## src/rtl/phase_pkg.sv

```systemverilog
// Shared definitions for the phase sequencer: state encoding, phase count and
// the bit positions of each phase in the phase_stb/phase_act vectors.
package phase_pkg;

  localparam int NUM_PH = 5;

  localparam int PH_FETCH   = 0;
  localparam int PH_DECODE  = 1;
  localparam int PH_EXECUTE = 2;
  localparam int PH_MEMORY  = 3;
  localparam int PH_WB      = 4;

  typedef logic [2:0] state_t;

  localparam state_t ST_IDLE    = 3'd0;
  localparam state_t ST_FETCH   = 3'd1;
  localparam state_t ST_DECODE  = 3'd2;
  localparam state_t ST_EXECUTE = 3'd3;
  localparam state_t ST_MEMORY  = 3'd4;
  localparam state_t ST_WB      = 3'd5;
  localparam state_t ST_HALTED  = 3'd6;

  // IDLE and HALTED map to an all-zero vector.
  function automatic logic [NUM_PH-1:0] phase_onehot(input state_t s);
    logic [NUM_PH-1:0] oh;
    oh = '0;
    case (s)
      ST_FETCH:   oh[PH_FETCH]   = 1'b1;
      ST_DECODE:  oh[PH_DECODE]  = 1'b1;
      ST_EXECUTE: oh[PH_EXECUTE] = 1'b1;
      ST_MEMORY:  oh[PH_MEMORY]  = 1'b1;
      ST_WB:      oh[PH_WB]      = 1'b1;
      default:    oh = '0;
    endcase
    return oh;
  endfunction

endpackage

```

## src/rtl/phase_sequencer_if.sv

```systemverilog
// Control inputs and phase/status outputs of the phase sequencer, bundled so
// the processor-side controller and the sequencer share one connection.
interface phase_sequencer_if #(
  parameter int CNT_W = 32
);
  import phase_pkg::*;

  logic              run;
  logic              stall;
  logic              halt_req;
  logic [NUM_PH-1:0] phase_stb;
  logic [NUM_PH-1:0] phase_act;
  logic              busy;
  logic              halted;
  logic [CNT_W-1:0]  retire_cnt;

  modport master (
    output run, stall, halt_req,
    input  phase_stb, phase_act, busy, halted, retire_cnt
  );

  modport slave (
    input  run, stall, halt_req,
    output phase_stb, phase_act, busy, halted, retire_cnt
  );

endinterface

```

## src/rtl/edge_tick.sv

```systemverilog
// Converts rising edges of a clk-synchronous divided clock into 1-clk ticks.
// The arm flop suppresses a false edge when div_clk is already high at reset release.
module edge_tick (
  input  logic clk,
  input  logic reset_n,
  input  logic div_clk,
  output logic tick
);

  logic div_clk_q;
  logic armed;

  always_ff @(posedge clk or negedge reset_n) begin
    if (!reset_n) begin
      div_clk_q <= 1'b0;
      armed     <= 1'b0;
    end else begin
      div_clk_q <= div_clk;
      armed     <= 1'b1;
    end
  end

  assign tick = armed & div_clk & ~div_clk_q;

endmodule

```

## src/rtl/phase_sequencer.sv

```systemverilog
// Steps a multi-cycle processor through FETCH..WRITEBACK on div_clk ticks,
// with stall, halt-at-instruction-boundary and a retired-instruction counter.
module phase_sequencer
  import phase_pkg::*;
#(
  parameter int CNT_W = 32
) (
  input  logic clk,
  input  logic reset_n,
  input  logic div_clk,
  phase_sequencer_if.slave bus
);

  logic              tick;
  state_t            state;
  state_t            state_nxt;
  logic              halt_pend;
  logic              active;
  logic              adv;
  logic              retire;
  logic [NUM_PH-1:0] stb_q;
  logic [NUM_PH-1:0] act_q;
  logic              busy_q;
  logic              halted_q;
  logic [CNT_W-1:0]  cnt_q;

  edge_tick u_edge_tick (
    .clk     (clk),
    .reset_n (reset_n),
    .div_clk (div_clk),
    .tick    (tick)
  );

  assign active = (state == ST_FETCH)   || (state == ST_DECODE) ||
                  (state == ST_EXECUTE) || (state == ST_MEMORY) ||
                  (state == ST_WB);
  assign adv    = tick & ~bus.stall;
  assign retire = (state == ST_WB) & adv;

  always_comb begin
    state_nxt = state;
    case (state)
      ST_IDLE:    if (tick && bus.run) state_nxt = ST_FETCH;
      ST_FETCH:   if (adv) state_nxt = ST_DECODE;
      ST_DECODE:  if (adv) state_nxt = ST_EXECUTE;
      ST_EXECUTE: if (adv) state_nxt = ST_MEMORY;
      ST_MEMORY:  if (adv) state_nxt = ST_WB;
      ST_WB: begin
        // Halt takes priority over run=0 at the instruction boundary.
        if (adv) begin
          if (halt_pend)     state_nxt = ST_HALTED;
          else if (!bus.run) state_nxt = ST_IDLE;
          else               state_nxt = ST_FETCH;
        end
      end
      ST_HALTED:  if (!bus.run) state_nxt = ST_IDLE;
      default:    state_nxt = ST_IDLE;
    endcase
  end

  always_ff @(posedge clk or negedge reset_n) begin
    if (!reset_n) begin
      state     <= ST_IDLE;
      halt_pend <= 1'b0;
      stb_q     <= '0;
      act_q     <= '0;
      busy_q    <= 1'b0;
      halted_q  <= 1'b0;
      cnt_q     <= '0;
    end else begin
      state    <= state_nxt;
      act_q    <= phase_onehot(state_nxt);
      stb_q    <= (state_nxt != state) ? phase_onehot(state_nxt) : '0;
      busy_q   <= (phase_onehot(state_nxt) != '0);
      halted_q <= (state_nxt == ST_HALTED);

      // Sticky until the boundary consumes it; a stalled WRITEBACK keeps it set.
      if (state_nxt == ST_HALTED || state_nxt == ST_IDLE)
        halt_pend <= 1'b0;
      else if (bus.halt_req && active)
        halt_pend <= 1'b1;

      if (retire)
        cnt_q <= cnt_q + CNT_W'(1);
    end
  end

  assign bus.phase_stb  = stb_q;
  assign bus.phase_act  = act_q;
  assign bus.busy       = busy_q;
  assign bus.halted     = halted_q;
  assign bus.retire_cnt = cnt_q;

endmodule
```

## src/flat_wrapper.sv

```systemverilog
// flat-port wrapper written by rule: the top's interface ports become plain ports
module phase_sequencer_flat import phase_pkg::*;
#(
  parameter int CNT_W = 32
)
  (clk, reset_n, div_clk, bus_run, bus_stall, bus_halt_req, bus_phase_stb, bus_phase_act, bus_busy, bus_halted, bus_retire_cnt);
  phase_sequencer_if #(.CNT_W(CNT_W)) bus_i ();
  input  logic clk;
  input  logic reset_n;
  input  logic div_clk;
  input wire logic [$bits(bus_i.run)-1:0] bus_run;
  input wire logic [$bits(bus_i.stall)-1:0] bus_stall;
  input wire logic [$bits(bus_i.halt_req)-1:0] bus_halt_req;
  output wire logic [$bits(bus_i.phase_stb)-1:0] bus_phase_stb;
  output wire logic [$bits(bus_i.phase_act)-1:0] bus_phase_act;
  output wire logic [$bits(bus_i.busy)-1:0] bus_busy;
  output wire logic [$bits(bus_i.halted)-1:0] bus_halted;
  output wire logic [$bits(bus_i.retire_cnt)-1:0] bus_retire_cnt;
  assign bus_i.run = bus_run;
  assign bus_i.stall = bus_stall;
  assign bus_i.halt_req = bus_halt_req;
  assign bus_phase_stb = bus_i.phase_stb;
  assign bus_phase_act = bus_i.phase_act;
  assign bus_busy = bus_i.busy;
  assign bus_halted = bus_i.halted;
  assign bus_retire_cnt = bus_i.retire_cnt;
  phase_sequencer #(.CNT_W(CNT_W)) u_core (.clk(clk), .reset_n(reset_n), .div_clk(div_clk), .bus(bus_i));
endmodule
```

## config.mk

```make
export PLATFORM = sky130hd
export DESIGN_NAME = phase_sequencer_flat
export DESIGN_NICKNAME = d
export VERILOG_FILES = /design/src/rtl/phase_pkg.sv /design/src/rtl/phase_sequencer_if.sv /design/src/rtl/edge_tick.sv /design/src/rtl/phase_sequencer.sv /design/src/flat_wrapper.sv
export SDC_FILE = /design/constraint.sdc
export NUM_CORES = 1
export LEC_CHECK = 0
export ABC_AREA = 1
export CORE_MARGIN = 1
export CORE_UTILIZATION = 50
export CTS_BUF_LIST = sky130_fd_sc_hd__clkbuf_8
export CTS_CLUSTER_DIAMETER = 150
export DETAILED_ROUTE_END_ITERATION = 7
export GPL_TIMING_DRIVEN = 0
export PLACE_DENSITY_LB_ADDON = 0.2
export SYNTH_ARGS = -nofsm -noshare
export SYNTH_HDL_FRONTEND = slang
export SYNTH_SLANG_ARGS = --single-unit
```

## constraint.sdc

```tcl
create_clock -name clk -period 1.95 [get_ports clk]
set_clock_uncertainty 0.05 [all_clocks]
set_input_delay 0.39 -clock clk [delete_from_list [all_inputs] [get_ports clk]]
set_output_delay 0.39 -clock clk [all_outputs]
set_load 0.05 [all_outputs]
```

==> results.cfg, run 1 <==
[route]
drt_iter0_markers = 131
postRouteAntennaNets = 0
post-route-drc-count = 0
vias = 2450
drt_wl_total_microns = 6200
wire_per_inst_microns = 12.8
first_pass_iters = 4
avgViaCountPerCell = 5.04

[clock_tree]
path_clk_slew_ns = 0.09
clk-insertion-delay-late_ns = 0.30
cts_tree = yes
root_buffer = clkbuf_8
clock_path_buffers = 2
cts_buffers = 5
cts_htree_levels = 2
cts.sinks = 50

[sta]
finalCritPeriodShare_pct = 96.7
fin_crit_ns = 1.89
grt_setup_unrepaired = false
tightest_slew_ns = 0.518
finalSetupViolations = 0
finalHoldViolations = 0
drv_slew = 0
max_slew_margin_pct = 65.4
setup_ws_ns = 0.0647
fmax_ghz = 0.530
fin_tns_setup_ns = 0

[floorplanning]
ios = 50
start_util_pct = 53.2
dieArea_sq_mm = 0.00588
num_rows = 26
die_height_microns = 76.7
die_w_microns = 76.7
core_sq_mm = 0.00524

[finish]
n_fill_cell = 475
design_area_sq_mm = 0.00345
fin_nets = 422
mostFrequentLayoutCell = nand2_1
diodes = 0
area_delta_synth_final_pct = 23.8
layout_common_cells = nand2_1 (134), dfrtp_1 (49), nor2_1 (32)
final_layout_size_suffix_gt1_share_pct = 12.7

[global_route]
grt_pass1_wl_microns = 10900
use_met2_pct = 39.6
grt_start_max_net_pins = 39
gr-total-overflow = 0
grt_use_met3_pct = 5.00
grt_pass1_vias = 2400
antenna_found_initial = 0
grt_usage_pct = 23.4
met1_usage_pct = 29.3
top_usage_layer = met2

[run]
drv_cap = 0

[synthesis]
syn_area_per_cell_sq_um = 7.81
synth_area_sq_mm = 0.00279
synth_cell_types = 30
synth_nets = 364
yosysWarningCount = 0
synth_top_area_share_pct = 44.9
yosysSeqAreaShare_pct = 44.9
yosys-top-cells-area = dfrtp_1 (45%), nand2_1 (18%), nor2_1 (4.3%)
ys_ff_latch = 50
netlist.top_cell.by_area = dfrtp_1
netlist_instances = 357

[setup_path]
crit_arrival_ns = 1.45
end_kind = primary output
crit_family = buffers and inverters
worstPathRequired_ns = 1.51
start_kind = flip-flop
slowest_stage = clkdlybuf4s50_1
crit_path_cell_trace = clkdlybuf4s50_1
crit_type = reg2out
cp_max_fo = 1
r2r_slack_ns = 0.24
crit_path_max_incr_delay_ns = 0.81
path_buf_inv = 1

[power_and_ir_drop]
combPwrFrac_pct = 40.6
leakagePower_nw = 1.70
ir_worst_vdd_uv = 798
sw_frac_of_total_pct = 43.6
p_per_area_mw_per_mm2 = 968
power.switching_mw = 1.46
p_seq_share_pct = 40.9
p_int_mw = 1.88
clock_power_share_pct = 18.5
totalPowerFinal_mw = 3.34

[placement]
place_ws_ns = -0.119
routabilityCongestion = 0.894
io_buffer_count = 49
dpl_cell_area_sq_mm = 0.00338
hpwl_microns = 4790

[min_path]
min_path_type = in2async

[run_status]
status = finished clean
-- final cells by class --
type	instances	area, sq um	share of cell area, %
multi-input combinational	270	1390	40.2
sequential	50	1250	36.3
timing repair buffer	51	483	14.0
inverter	33	124	3.59
tap	70	87.6	2.54
clock buffer	6	82.6	2.39
buffer	4	25.0	0.725
clock inverter	2	8.76	0.254
-- path summary, 6_finish.rpt --
| path | startpoint | endpoint | cells after the start |
|---|---|---|---|
| worst max register to register | u_core.bus.retire_cnt[13] | u_core.bus.retire_cnt[31] | 9 |
| worst min register to register | u_core.bus.retire_cnt[5] | u_core.bus.retire_cnt[5] | 1 |
| worst min-delay path | reset_n | u_core.bus.retire_cnt[7] | 2 |
| worst max-delay path | u_core.bus.halted | bus_halted | 1 |
| min in group clk | u_core.bus.retire_cnt[5] | u_core.bus.retire_cnt[5] | 1 |
| max in group asynchronous | reset_n | u_core.bus.retire_cnt[22] | 3 |
-- repair_timing --
item                                   CTS  global route
setup endpoints to repair               30             4
setup buffers                            0             0
gates resized for setup                 30             3
hold buffers                             1             0
endpoints found under the hold margin   12             0
-- Yosys cell counts, drive strengths merged --
library cell,number
o21ai,7
dfrtp,50
and2,1
nand4,7
inv,33
nor3,15
nand3,20
xor2,11
nor2,44
nor3b,2
xnor2,8
nand3b,7
ha,1
nand2,141
buf,4
conb,1
a21oi,4
nor4,1
-- power groups by stage --
stage / clock network (mW) / logic (mW) / registers (mW)
floorplan: 0 / 0.568 / 1.79
global placement: 0 / 1.38 / 1.38
detailed placement: 0 / 1.41 / 1.39
CTS: 0.637 / 1.37 / 1.37
global route: 0.683 / 1.47 / 1.39
finish: 0.618 / 1.36 / 1.37
-- logic make-up after synthesis --
family          share of synthesized area [%]
simple gates                             41.0
flops                                    44.9
buf+inv                                  5.34
xor+xnor                                 5.97
compound gates                           2.24
fa+ha+maj                               0.449
other cells                             0.135
-- state kept, by name, summed over array words and instances, names as in the netlist --
register                      flops
u_core.bus.busy                   1
u_core.bus.halted                 1
u_core.bus.phase_act              5
u_core.bus.phase_stb              5
u_core.bus.retire_cnt            32
u_core.halt_pend                  1
u_core.state                      3
u_core.u_edge_tick.armed          1
u_core.u_edge_tick.div_clk_q      1
-- per-layer routing --
metal | part of all wire [%] | wire length (microns)
met4 | 1.9 | 120
met2 | 50 | 3090
met5 | 0 | 0
met3 | 5.9 | 367
met1 | 42 | 2620
-- through the flow --
stage	utilization, %	std cells	hold slack (ns)
5_1_grt	65.9	486	0.495
4_1_cts	65.8	486	0.475
6_report	65.9	486	0.455
3_5_place_dp	64.5	477	0.252
2_1_floorplan	-	357	0.0444
3_3_place_gp	64.3	476	0.454
Power figures use the tool's default switching activity.
==> run 2, diff against run 1 <==
Settings changed: CAP_MARGIN set to 20, CORE_UTILIZATION 50 to 40, SLEW_MARGIN set to 5.
==> run 2 against run 1 <==
  * Register-to-register slack about the same
  * Die area increased by 24%
  * Total power increased by 4.1%
  * Largest power group unchanged
  * Sequential share of layout area decreased by 0.31 points
  * Combinational power about the same
  * Worst hold slack got worse by 0.0034 ns
  * Clock-buffer cell count decreased by 1
  * Critical path type unchanged
  * First-iteration DRC count decreased by 24%
  * Clock power increased by 22%
  * Fmax decreased by 0.84%
  * Critical path depth unchanged
  * Critical endpoint is now bus_busy
  * Highest routed layer unchanged
==> results.cfg, run 2 (same netlist as run 1, synthesis figures left out) <==
[finish]
largest_register_ffs = 32
multi_input_area_sq_mm = 0.00139
seq_area_sq_mm = 0.00125
final_layout_size_suffix_gt1_share_pct = 13.0
mostFrequentLayoutCell = nand2_1
diodes = 0
area_delta_synth_final_pct = 24.9
fin_nets = 422
final_util_pct = 51.5
layout_common_cells = nand2_1 (134), dfrtp_1 (49), nor2_1 (32), dlygate4sd2_1 (32), inv_1 (25)
n_fill_cell = 686

[floorplanning]
num_rows = 30
die_height_microns = 85.5
die_w_microns = 85.5
dieArea_sq_mm = 0.00731
ios = 50
core_sq_mm = 0.00676
start_util_pct = 41.3

[clock_tree]
cts.sinks = 50
cts_htree_levels = 2
cts_setup_buffers = 0
path_clk_slew_ns = 0.10
root_buffer = clkbuf_8
cts_tree = yes
clk-insertion-delay-late_ns = 0.31
cts_buffers = 5
clock_path_buffers = 2

[run_status]
status = finished clean

[route]
first_pass_iters = 4
drt_iter0_markers = 99
post-route-drc-count = 0
postRouteAntennaNets = 0
avgViaCountPerCell = 4.89
wire_per_inst_microns = 12.8
drt_wl_total_microns = 6360
vias = 2425

[power_and_ir_drop]
p_seq_share_pct = 39.1
p_int_mw = 1.98
clock_power_share_pct = 21.6
totalPowerFinal_mw = 3.48
combPwrFrac_pct = 39.2
sw_frac_of_total_pct = 42.9
ir_worst_vdd_uv = 809
leakagePower_nw = 1.70
p_per_area_mw_per_mm2 = 999
power.switching_mw = 1.49

[sta]
max_slew_margin_pct = 65.0
fmax_ghz = 0.526
tightest_slew_ns = 0.523
hold_ws_ns = 0.452
drv_slew = 0
grt_setup_unrepaired = false
finalHoldViolations = 0
setup_ws_ns = 0.0488
finalCritPeriodShare_pct = 97.5
finalSetupViolations = 0
fin_crit_ns = 1.90
fin_tns_setup_ns = 0

[global_route]
grt_usage_pct = 19.3
gr-total-overflow = 0
grt_pass1_vias = 2496
grt_start_max_net_pins = 38
antenna_found_initial = 0
grt_pass1_wl_microns = 11200

[setup_path]
r2r-start = u_core.bus.retire_cnt[0]
crit_path_cell_trace = clkdlybuf4s50_1
r2r_slack_ns = 0.25
crit_type = reg2out
crit_family = buffers and inverters
cp.depth = 1
path_buf_inv = 1
critPathCapture = bus_busy
crit_arrival_ns = 1.46
worstPathRequired_ns = 1.51
end_kind = primary output
crit_start = u_core.bus.busy
r2r_cells = 7
cp_max_fo = 1
crit_path_max_incr_delay_ns = 0.80
slowest_stage = clkdlybuf4s50_1
start_kind = flip-flop
reg2reg_to = u_core.bus.retire_cnt[14]

[run]
drv_cap = 0

[placement]
io_buffer_count = 49
routabilityCongestion = 0.859
place_ws_ns = -0.113
hpwl_microns = 4970

[min_path]
min_path_type = in2async
==> run 2: cell types whose count changed in the layout (fill, tap and decap cells not counted), sizes merged <==
cell,delta
clkinvlp,+2
dlygate4sd2,+2
bufinv,+1
clkbuf,-1
clkdlybuf4s50,-1
clkinv,-1
dlymetal6s2s,-1
inv,-1
==> run 2: worst min path at each step <==
stage / to / from / slack (ns)
3_5_place_dp: u_core.bus.retire_cnt[13] / reset_n / 0.26
2_1_floorplan: u_core.bus.busy / reset_n / 0.04
5_1_grt: u_core.bus.retire_cnt[13] / reset_n / 0.49
4_1_cts: u_core.bus.retire_cnt[13] / reset_n / 0.46
6_report: u_core.bus.retire_cnt[13] / reset_n / 0.45
3_3_place_gp: u_core.bus.retire_cnt[31] / u_core.bus.retire_cnt[31] / 0.46
==> run 2: area by class of cell <==
| cell class | instances | area share, % |
|---|---|---|
| clock inverters | 3 | 1.29 |
| clock buffers | 5 | 1.98 |
| multi-input cells | 270 | 39.9 |
| well taps | 80 | 2.88 |
| flip-flops and latches | 50 | 36.0 |
| inverters | 33 | 3.56 |
| plain buffers | 4 | 0.719 |
| repair buffers | 51 | 13.7 |
==> run 2: through the flow <==
stage          area [sq um]  instances
6_report               3480        496
2_1_floorplan          2790        357
5_1_grt                3480        496
3_5_place_dp           3390        487
4_1_cts                3480        496
3_3_place_gp           3380        486
==> run 2: timing repair <==
item,4_1_cts,5_1_grt
cloned,0,0
hold buffers,1,0
endpoints found under the setup margin,32,3
gates resized for setup,32,2
endpoints found under the hold margin,13,0
==> run 2: layer usage <==
layer	vias to the layer above	track usage, %	wire [microns]
met3	12	5.06	320
met1	1120	22.5	2840
met5	-	0	0
met2	58	34.2	3080
met4	0	7.12	124
li1	1235	-	-
==> run 2: power by group through the flow <==
stage          Clock (mW)  Combinational, mW  Sequential [mW]
2_1_floorplan           0              0.568             1.79
3_3_place_gp            0               1.39             1.38
3_5_place_dp            0               1.41             1.38
4_1_cts             0.769               1.38             1.36
5_1_grt             0.806               1.49             1.39
6_report            0.752               1.36             1.36
